===== src/rtl/axis_pair_sched_pkg.sv =====
// rtl/axis_pair_sched_pkg.sv - shared widths, op encoding and FSM states for axis_pair_sched
//
// Purpose: fixed-point width localparams, add/sub op encoding and the
// scheduler state enum shared by the interface, the add/sub unit and the top.
package axis_pair_sched_pkg;

  localparam int M = 4;  // integer bits including sign
  localparam int N = 8;  // fractional bits

  function automatic int fx_width(input int int_bits, input int frac_bits);
    return int_bits + frac_bits;
  endfunction

  localparam int W = fx_width(M, N);

  // Same meaning as the FUNC_TYPE values used by the point generators.
  typedef enum logic {
    OP_ADD = 1'b0,
    OP_SUB = 1'b1
  } op_t;

  typedef enum logic [2:0] {
    ST_IDLE,
    ST_ADD,
    ST_SUB,
    ST_DRAIN,
    ST_OUT
  } state_t;

endpackage


===== src/rtl/axis_pair_sched_if.sv =====
// rtl/axis_pair_sched_if.sv - requester and result-pair handshake bundle
//
// Purpose: groups both requester channels, the result-pair channel and busy.
// Modports:
//   slave  - scheduler view: takes requests and out_ready, drives readies/results
//   master - environment view: drives requests and out_ready, observes the rest
interface axis_pair_sched_if;
  import axis_pair_sched_pkg::*;

  logic         req0_valid;
  logic         req0_ready;
  logic [W-1:0] req0_s;
  logic [W-1:0] req0_f;
  logic         req1_valid;
  logic         req1_ready;
  logic [W-1:0] req1_s;
  logic [W-1:0] req1_f;
  logic         out_valid;
  logic         out_ready;
  logic         out_id;
  logic [W-1:0] out_pos;
  logic [W-1:0] out_neg;
  logic         out_ovf_pos;
  logic         out_ovf_neg;
  logic         busy;

  modport slave (
    input  req0_valid, req0_s, req0_f, req1_valid, req1_s, req1_f, out_ready,
    output req0_ready, req1_ready, out_valid, out_id, out_pos, out_neg,
           out_ovf_pos, out_ovf_neg, busy
  );

  modport master (
    output req0_valid, req0_s, req0_f, req1_valid, req1_s, req1_f, out_ready,
    input  req0_ready, req1_ready, out_valid, out_id, out_pos, out_neg,
           out_ovf_pos, out_ovf_neg, busy
  );

endinterface


===== src/rtl/axis_pair_sched_addsub.sv =====
// rtl/axis_pair_sched_addsub.sv - shared registered W-bit add/sub unit
//
// Purpose: y <= a+b or a-b (two's-complement wrap), one cycle latency.
// Ports: clk, rst (sync active-high, clears y), a, b, op, y.
module axis_addsub
  import axis_pair_sched_pkg::*;
(
  input  logic         clk,
  input  logic         rst,
  input  logic [W-1:0] a,
  input  logic [W-1:0] b,
  input  op_t          op,
  output logic [W-1:0] y
);

  always_ff @(posedge clk) begin
    if (rst) begin
      y <= '0;
    end else if (op == OP_SUB) begin
      y <= a - b;
    end else begin
      y <= a + b;
    end
  end

endmodule


===== src/rtl/axis_pair_sched.sv =====
// rtl/axis_pair_sched.sv - two-requester scheduler for one shared add/sub unit
//
// Purpose: arbitrates two requesters (round robin when both valid), then runs
// s+f and s-f through one registered add/sub unit on consecutive cycles and
// returns both results as a pair tagged with the requester index.
// Ports: clk, rst (sync active-high), bus (axis_pair_sched_if.slave).
module axis_pair_sched
  import axis_pair_sched_pkg::*;
(
  input  logic             clk,
  input  logic             rst,
  axis_pair_sched_if.slave bus
);

  state_t       state;
  logic         rr_ptr;
  logic [W-1:0] s_r;
  logic [W-1:0] f_r;
  logic         id_r;
  logic [W-1:0] pos_r;
  logic [W-1:0] neg_r;
  logic         ovf_pos_r;
  logic         ovf_neg_r;
  logic         out_valid_r;
  logic [W-1:0] unit_y;
  op_t          unit_op;
  logic         grant;
  logic         any_valid;
  logic         idle;
  logic         accept;
  logic         ovf_pos_now;
  logic         ovf_neg_now;

  always_comb begin
    grant = 1'b0;
    if (bus.req0_valid && bus.req1_valid) begin
      grant = rr_ptr;
    end else if (bus.req1_valid) begin
      grant = 1'b1;
    end
  end

  assign any_valid      = bus.req0_valid | bus.req1_valid;
  assign idle           = (state == ST_IDLE);
  assign accept         = idle & any_valid;
  assign bus.req0_ready = accept & ~grant;
  assign bus.req1_ready = accept & grant;

  // The unit runs every cycle; only its SUB-cycle op matters besides ADD.
  assign unit_op = (state == ST_SUB) ? OP_SUB : OP_ADD;

  axis_addsub u_addsub (
    .clk (clk),
    .rst (rst),
    .a   (s_r),
    .b   (f_r),
    .op  (unit_op),
    .y   (unit_y)
  );

  // Overflow derived from the latched operands and the wrapped unit result.
  assign ovf_pos_now = (s_r[W-1] == f_r[W-1]) && (unit_y[W-1] != s_r[W-1]);
  assign ovf_neg_now = (s_r[W-1] != f_r[W-1]) && (unit_y[W-1] != s_r[W-1]);

  always_ff @(posedge clk) begin
    if (rst) begin
      state       <= ST_IDLE;
      rr_ptr      <= 1'b0;
      s_r         <= '0;
      f_r         <= '0;
      id_r        <= 1'b0;
      pos_r       <= '0;
      neg_r       <= '0;
      ovf_pos_r   <= 1'b0;
      ovf_neg_r   <= 1'b0;
      out_valid_r <= 1'b0;
    end else begin
      case (state)
        ST_IDLE: begin
          if (accept) begin
            s_r    <= grant ? bus.req1_s : bus.req0_s;
            f_r    <= grant ? bus.req1_f : bus.req0_f;
            id_r   <= grant;
            rr_ptr <= ~grant;
            state  <= ST_ADD;
          end
        end
        ST_ADD: begin
          state <= ST_SUB;
        end
        ST_SUB: begin
          pos_r     <= unit_y;
          ovf_pos_r <= ovf_pos_now;
          state     <= ST_DRAIN;
        end
        ST_DRAIN: begin
          neg_r       <= unit_y;
          ovf_neg_r   <= ovf_neg_now;
          out_valid_r <= 1'b1;
          state       <= ST_OUT;
        end
        ST_OUT: begin
          if (bus.out_ready) begin
            out_valid_r <= 1'b0;
            state       <= ST_IDLE;
          end
        end
        default: begin
          out_valid_r <= 1'b0;
          state       <= ST_IDLE;
        end
      endcase
    end
  end

  assign bus.out_valid   = out_valid_r;
  assign bus.out_id      = id_r;
  assign bus.out_pos     = pos_r;
  assign bus.out_neg     = neg_r;
  assign bus.out_ovf_pos = ovf_pos_r;
  assign bus.out_ovf_neg = ovf_neg_r;
  assign bus.busy        = ~idle;

endmodule


===== src/flat_wrapper.sv =====
// flat-port wrapper written by rule: the top's interface ports become plain ports
module axis_pair_sched_flat import axis_pair_sched_pkg::*;
  (clk, rst, bus_req0_valid, bus_req0_s, bus_req0_f, bus_req1_valid, bus_req1_s, bus_req1_f, bus_out_ready, bus_req0_ready, bus_req1_ready, bus_out_valid, bus_out_id, bus_out_pos, bus_out_neg, bus_out_ovf_pos, bus_out_ovf_neg, bus_busy);
  axis_pair_sched_if bus_i ();
  input  logic clk;
  input  logic rst;
  input wire logic [$bits(bus_i.req0_valid)-1:0] bus_req0_valid;
  input wire logic [$bits(bus_i.req0_s)-1:0] bus_req0_s;
  input wire logic [$bits(bus_i.req0_f)-1:0] bus_req0_f;
  input wire logic [$bits(bus_i.req1_valid)-1:0] bus_req1_valid;
  input wire logic [$bits(bus_i.req1_s)-1:0] bus_req1_s;
  input wire logic [$bits(bus_i.req1_f)-1:0] bus_req1_f;
  input wire logic [$bits(bus_i.out_ready)-1:0] bus_out_ready;
  output wire logic [$bits(bus_i.req0_ready)-1:0] bus_req0_ready;
  output wire logic [$bits(bus_i.req1_ready)-1:0] bus_req1_ready;
  output wire logic [$bits(bus_i.out_valid)-1:0] bus_out_valid;
  output wire logic [$bits(bus_i.out_id)-1:0] bus_out_id;
  output wire logic [$bits(bus_i.out_pos)-1:0] bus_out_pos;
  output wire logic [$bits(bus_i.out_neg)-1:0] bus_out_neg;
  output wire logic [$bits(bus_i.out_ovf_pos)-1:0] bus_out_ovf_pos;
  output wire logic [$bits(bus_i.out_ovf_neg)-1:0] bus_out_ovf_neg;
  output wire logic [$bits(bus_i.busy)-1:0] bus_busy;
  assign bus_i.req0_valid = bus_req0_valid;
  assign bus_i.req0_s = bus_req0_s;
  assign bus_i.req0_f = bus_req0_f;
  assign bus_i.req1_valid = bus_req1_valid;
  assign bus_i.req1_s = bus_req1_s;
  assign bus_i.req1_f = bus_req1_f;
  assign bus_i.out_ready = bus_out_ready;
  assign bus_req0_ready = bus_i.req0_ready;
  assign bus_req1_ready = bus_i.req1_ready;
  assign bus_out_valid = bus_i.out_valid;
  assign bus_out_id = bus_i.out_id;
  assign bus_out_pos = bus_i.out_pos;
  assign bus_out_neg = bus_i.out_neg;
  assign bus_out_ovf_pos = bus_i.out_ovf_pos;
  assign bus_out_ovf_neg = bus_i.out_ovf_neg;
  assign bus_busy = bus_i.busy;
  axis_pair_sched u_core (.clk(clk), .rst(rst), .bus(bus_i));
endmodule

===== config.mk =====
export PLATFORM = sky130hd
export DESIGN_NAME = axis_pair_sched_flat
export DESIGN_NICKNAME = d
export VERILOG_FILES = /design/src/rtl/axis_pair_sched_pkg.sv /design/src/rtl/axis_pair_sched_if.sv /design/src/rtl/axis_pair_sched_addsub.sv /design/src/rtl/axis_pair_sched.sv /design/src/flat_wrapper.sv
export SDC_FILE = /design/constraint.sdc
export NUM_CORES = 1
export LEC_CHECK = 0
export ABC_CLOCK_PERIOD_IN_PS = 3600
export BUFFER_PORTS_ARGS = -buffer_cell sky130_fd_sc_hd__buf_4
export CAP_MARGIN = 0
export CORE_ASPECT_RATIO = 0.7
export CORE_UTILIZATION = 45
export DETAILED_ROUTE_END_ITERATION = 7
export HOLD_SLACK_MARGIN = 0.12
export PLACE_DENSITY = 0.72
export SLEW_MARGIN = 20
export SYNTH_ARGS = -nofsm -noshare
export SYNTH_HDL_FRONTEND = slang
export SYNTH_HIERARCHICAL = 1
export SYNTH_SLANG_ARGS = --single-unit

===== constraint.sdc =====
create_clock -name clk -period 3.6 [get_ports clk]
set_clock_uncertainty 0.2 [all_clocks]
set_input_delay 0.36 -clock clk [delete_from_list [all_inputs] [get_ports clk]]
set_output_delay 0.36 -clock clk [all_outputs]
set_load 0.02 [all_outputs]

==> flow_summary.toml <==
[outcome]
status = "completed"

[detailed_routing]
vias_per_cell = 5.32
dr.pass1.iters = 5
drc = 0
wl_per_cell_um = 13.7
via_count = 3076
wirelength_um = 7930
drt_iter0_drc = 117
antenna_left = 0

[timing]
fin_setup_tns_ps = 0
rsz0062_at_grt = "no"
fin_crit_sh_pct = 92.5
fin_crit_ps = 3330
finalHoldViolations = 0
fmax_ghz = 0.300
final_max_slew_viol_count = 0
setup_slack_ps = 268
slew_headroom_pct = 37.4
worst_pin_slew_ps = 939
final-setup-viol-count = 0

[global_routing]
grt_first_pass_wirelength_um = 13600
grt_pass1_vias = 2865
gr-total-overflow = 0
antenna_found_initial = 0
grt_max_degree = 46
track_usage_pct = 22.9

[die]
dieArea_mm2 = 0.00759
die_x_um = 104
pin_count = 84
start_util_pct = 47.4
die_h_um = 73.2
row_count = 25
core_mm2 = 0.00688

[critical_path]
endpoint_kind = "flip-flop"
required_ps = 3680
r2r_slack_ps = 270
crit_type = "flip-flop to flip-flop"
cp.arrival_ps = 3410
cp-start-kind = "flip-flop"
cp_max_fo = 11

[logic_synthesis]
ys_types = 44
syn_inst = 384
synth_warnings = 6
synth_fp_nets = 450
netlist.area_leader.share_pct = 41.8
ys_seq_elements = 68
syn_area_mm2 = 0.00326
ys_seq_area_share_pct = 41.8
synth_top_area_cell = "dfxtp_1"
postSynthAreaPerCell_um2 = 8.49
synth_enable_flop_cells = 0
synthArstFlopShare_pct = 0
synthFlopType = "dfxtp_1"
ys_top_cells_by_area = "dfxtp_1 (42%), nand2_1 (8.6%), a221o_1 (7.4%), a21oi_1 (5.8%), nor3_1 (5.4%)"

[clock_network]
cts_tree = "yes"
cts_resized = 0
clock-sinks = 68
post-cts-setup-buffers = 0
numCtsBuffers = 9
clock_path_buffers = 2
h-tree-depth = 3
clock_tree.root_cell = "clkbuf_8"
cts_hold_buf = 24
clk_latency_ps = 350
clk_pin_slew_ps = 70

[place]
hpwlAfterDp_um = 5660
port_buffers = 83
dp.cells = 539
gp_congestion = 0.822
dp_slack_ps = 315

[power_and_ir_drop]
vdd_drop_max_mv = 0.256
powerDensity_mw_per_mm2 = 548
p_leak_nw = 1.80

[final_layout]
final_nets = 546
drive_gt1_share_pct = 22.7
fin_cells = 578
layout_common_cells = "buf_4 (87), nand2_1 (75), dfxtp_1 (68), a21oi_1 (38), nor3_1 (35)"
layout_commonest_cell = "buf_4"
syn2layout_area_growth_pct = 32.4
antenna_cells = 0

[hold_path]
hold_path_class = "input port to flip-flop"

[run]
cap_viol_max_count = 0
==> metrics by stage <==
| step | area [um2] | hold slack, ps | util, % | total power [mW] |
|---|---|---|---|---|
| floorplan | 3260 | 232 | - | 1.56 |
| global placement | 3900 | 244 | 56.7 | 1.77 |
| detailed placement | 3900 | 248 | 56.7 | 1.79 |
| CTS | 4320 | 142 | 62.7 | 2.37 |
| global route | 4320 | 155 | 62.7 | 2.53 |
| finish | 4320 | 155 | 62.7 | 2.37 |
==> metal layers <==
metal,share of wire (%),GRT usage (%),up-vias
met4,1.1,7.46,0
met1,51,30.7,1396
met2,42,35.9,99
met3,6.1,6.52,10
met5,0,0,-
li1,-,-,1571
==> cells in the mapped netlist (3+ instances only) <==
cell type and count:
a21oi_1 38, nor2_1 17, nor2b_1 4, a221o_1 24, o21ai_0 6, nand3_1 3, inv_1 12, nor3_1 35
clkbuf_1 19, a21o_1 4, buf_6 4, xor2_1 3, dfxtp_1 68, and3_1 3, o21a_1 3, ha_1 12
nand2_1 75, buf_2 3, nand3b_1 3, a211oi_1 5, xnor2_1 12
==> kinds of logic after synthesis <==
kind of cell               after synthesis  share of synthesized area (%)
adders and majority gates               13                           5.22
xor gates and xnor gates                15                           4.03
muxes                                    1                          0.307
DFF                                     68                           41.8
buffers and inverters                   38                           5.41
AOI/OAI and AO/OA                       96                           21.3
and+or+nand+nor                        153                           22.0
==> where the power goes <==
part	leakage (nW)	switching, mW	internal (mW)	total [mW]
clock network	0.0872	0.279	0.281	0.560
logic	1.16	0.450	0.390	0.840
registers	0.557	0.0954	0.870	0.965
==> cell type report <==
| cell class | count | area, um2 |
|---|---|---|
| flip-flops and latches | 68 | 1360 |
| multi-input cells | 278 | 1720 |
| repair buffers | 111 | 893 |
| well taps | 94 | 118 |
| fillers | 633 | 2570 |
| clock buffers | 11 | 151 |
| clock inverters | 4 | 25.0 |
| inverters | 12 | 45.0 |
==> worst paths after layout <==
kind,from,end,depth (start not counted)
setup / recovery,u_core/state[1],u_core/u_addsub/y[11],9
hold / removal,bus_req0_valid,u_core/rr_ptr,3
setup reg to reg,u_core/state[1],u_core/u_addsub/y[11],9
hold reg to reg,u_core/bus.out_neg[0],u_core/bus.out_neg[0],2
==> worst max-delay path: stages, from the launching register on <==
cell and delay, ps:
dfxtp_1 460, or3b_2 480, inv_1 280, mux2i_1 330
ha_1 280, nor2b_1 140, o31a_1 320, o31a_1 280
or3_1 350, a21oi_1 150
==> sequential cells by signal, summed over array words and instances, names as in the netlist <==
name and cells:
u_core/bus.out_neg 12, u_core/bus.out_pos 12, u_core/f_r 12, u_core/s_r 12, u_core/u_addsub/y 12, u_core/state 3, u_core/bus.out_id 1, u_core/bus.out_ovf_neg 1
u_core/bus.out_ovf_pos 1, u_core/bus.out_valid 1, u_core/rr_ptr 1
(Power assumes the default switching activity.)
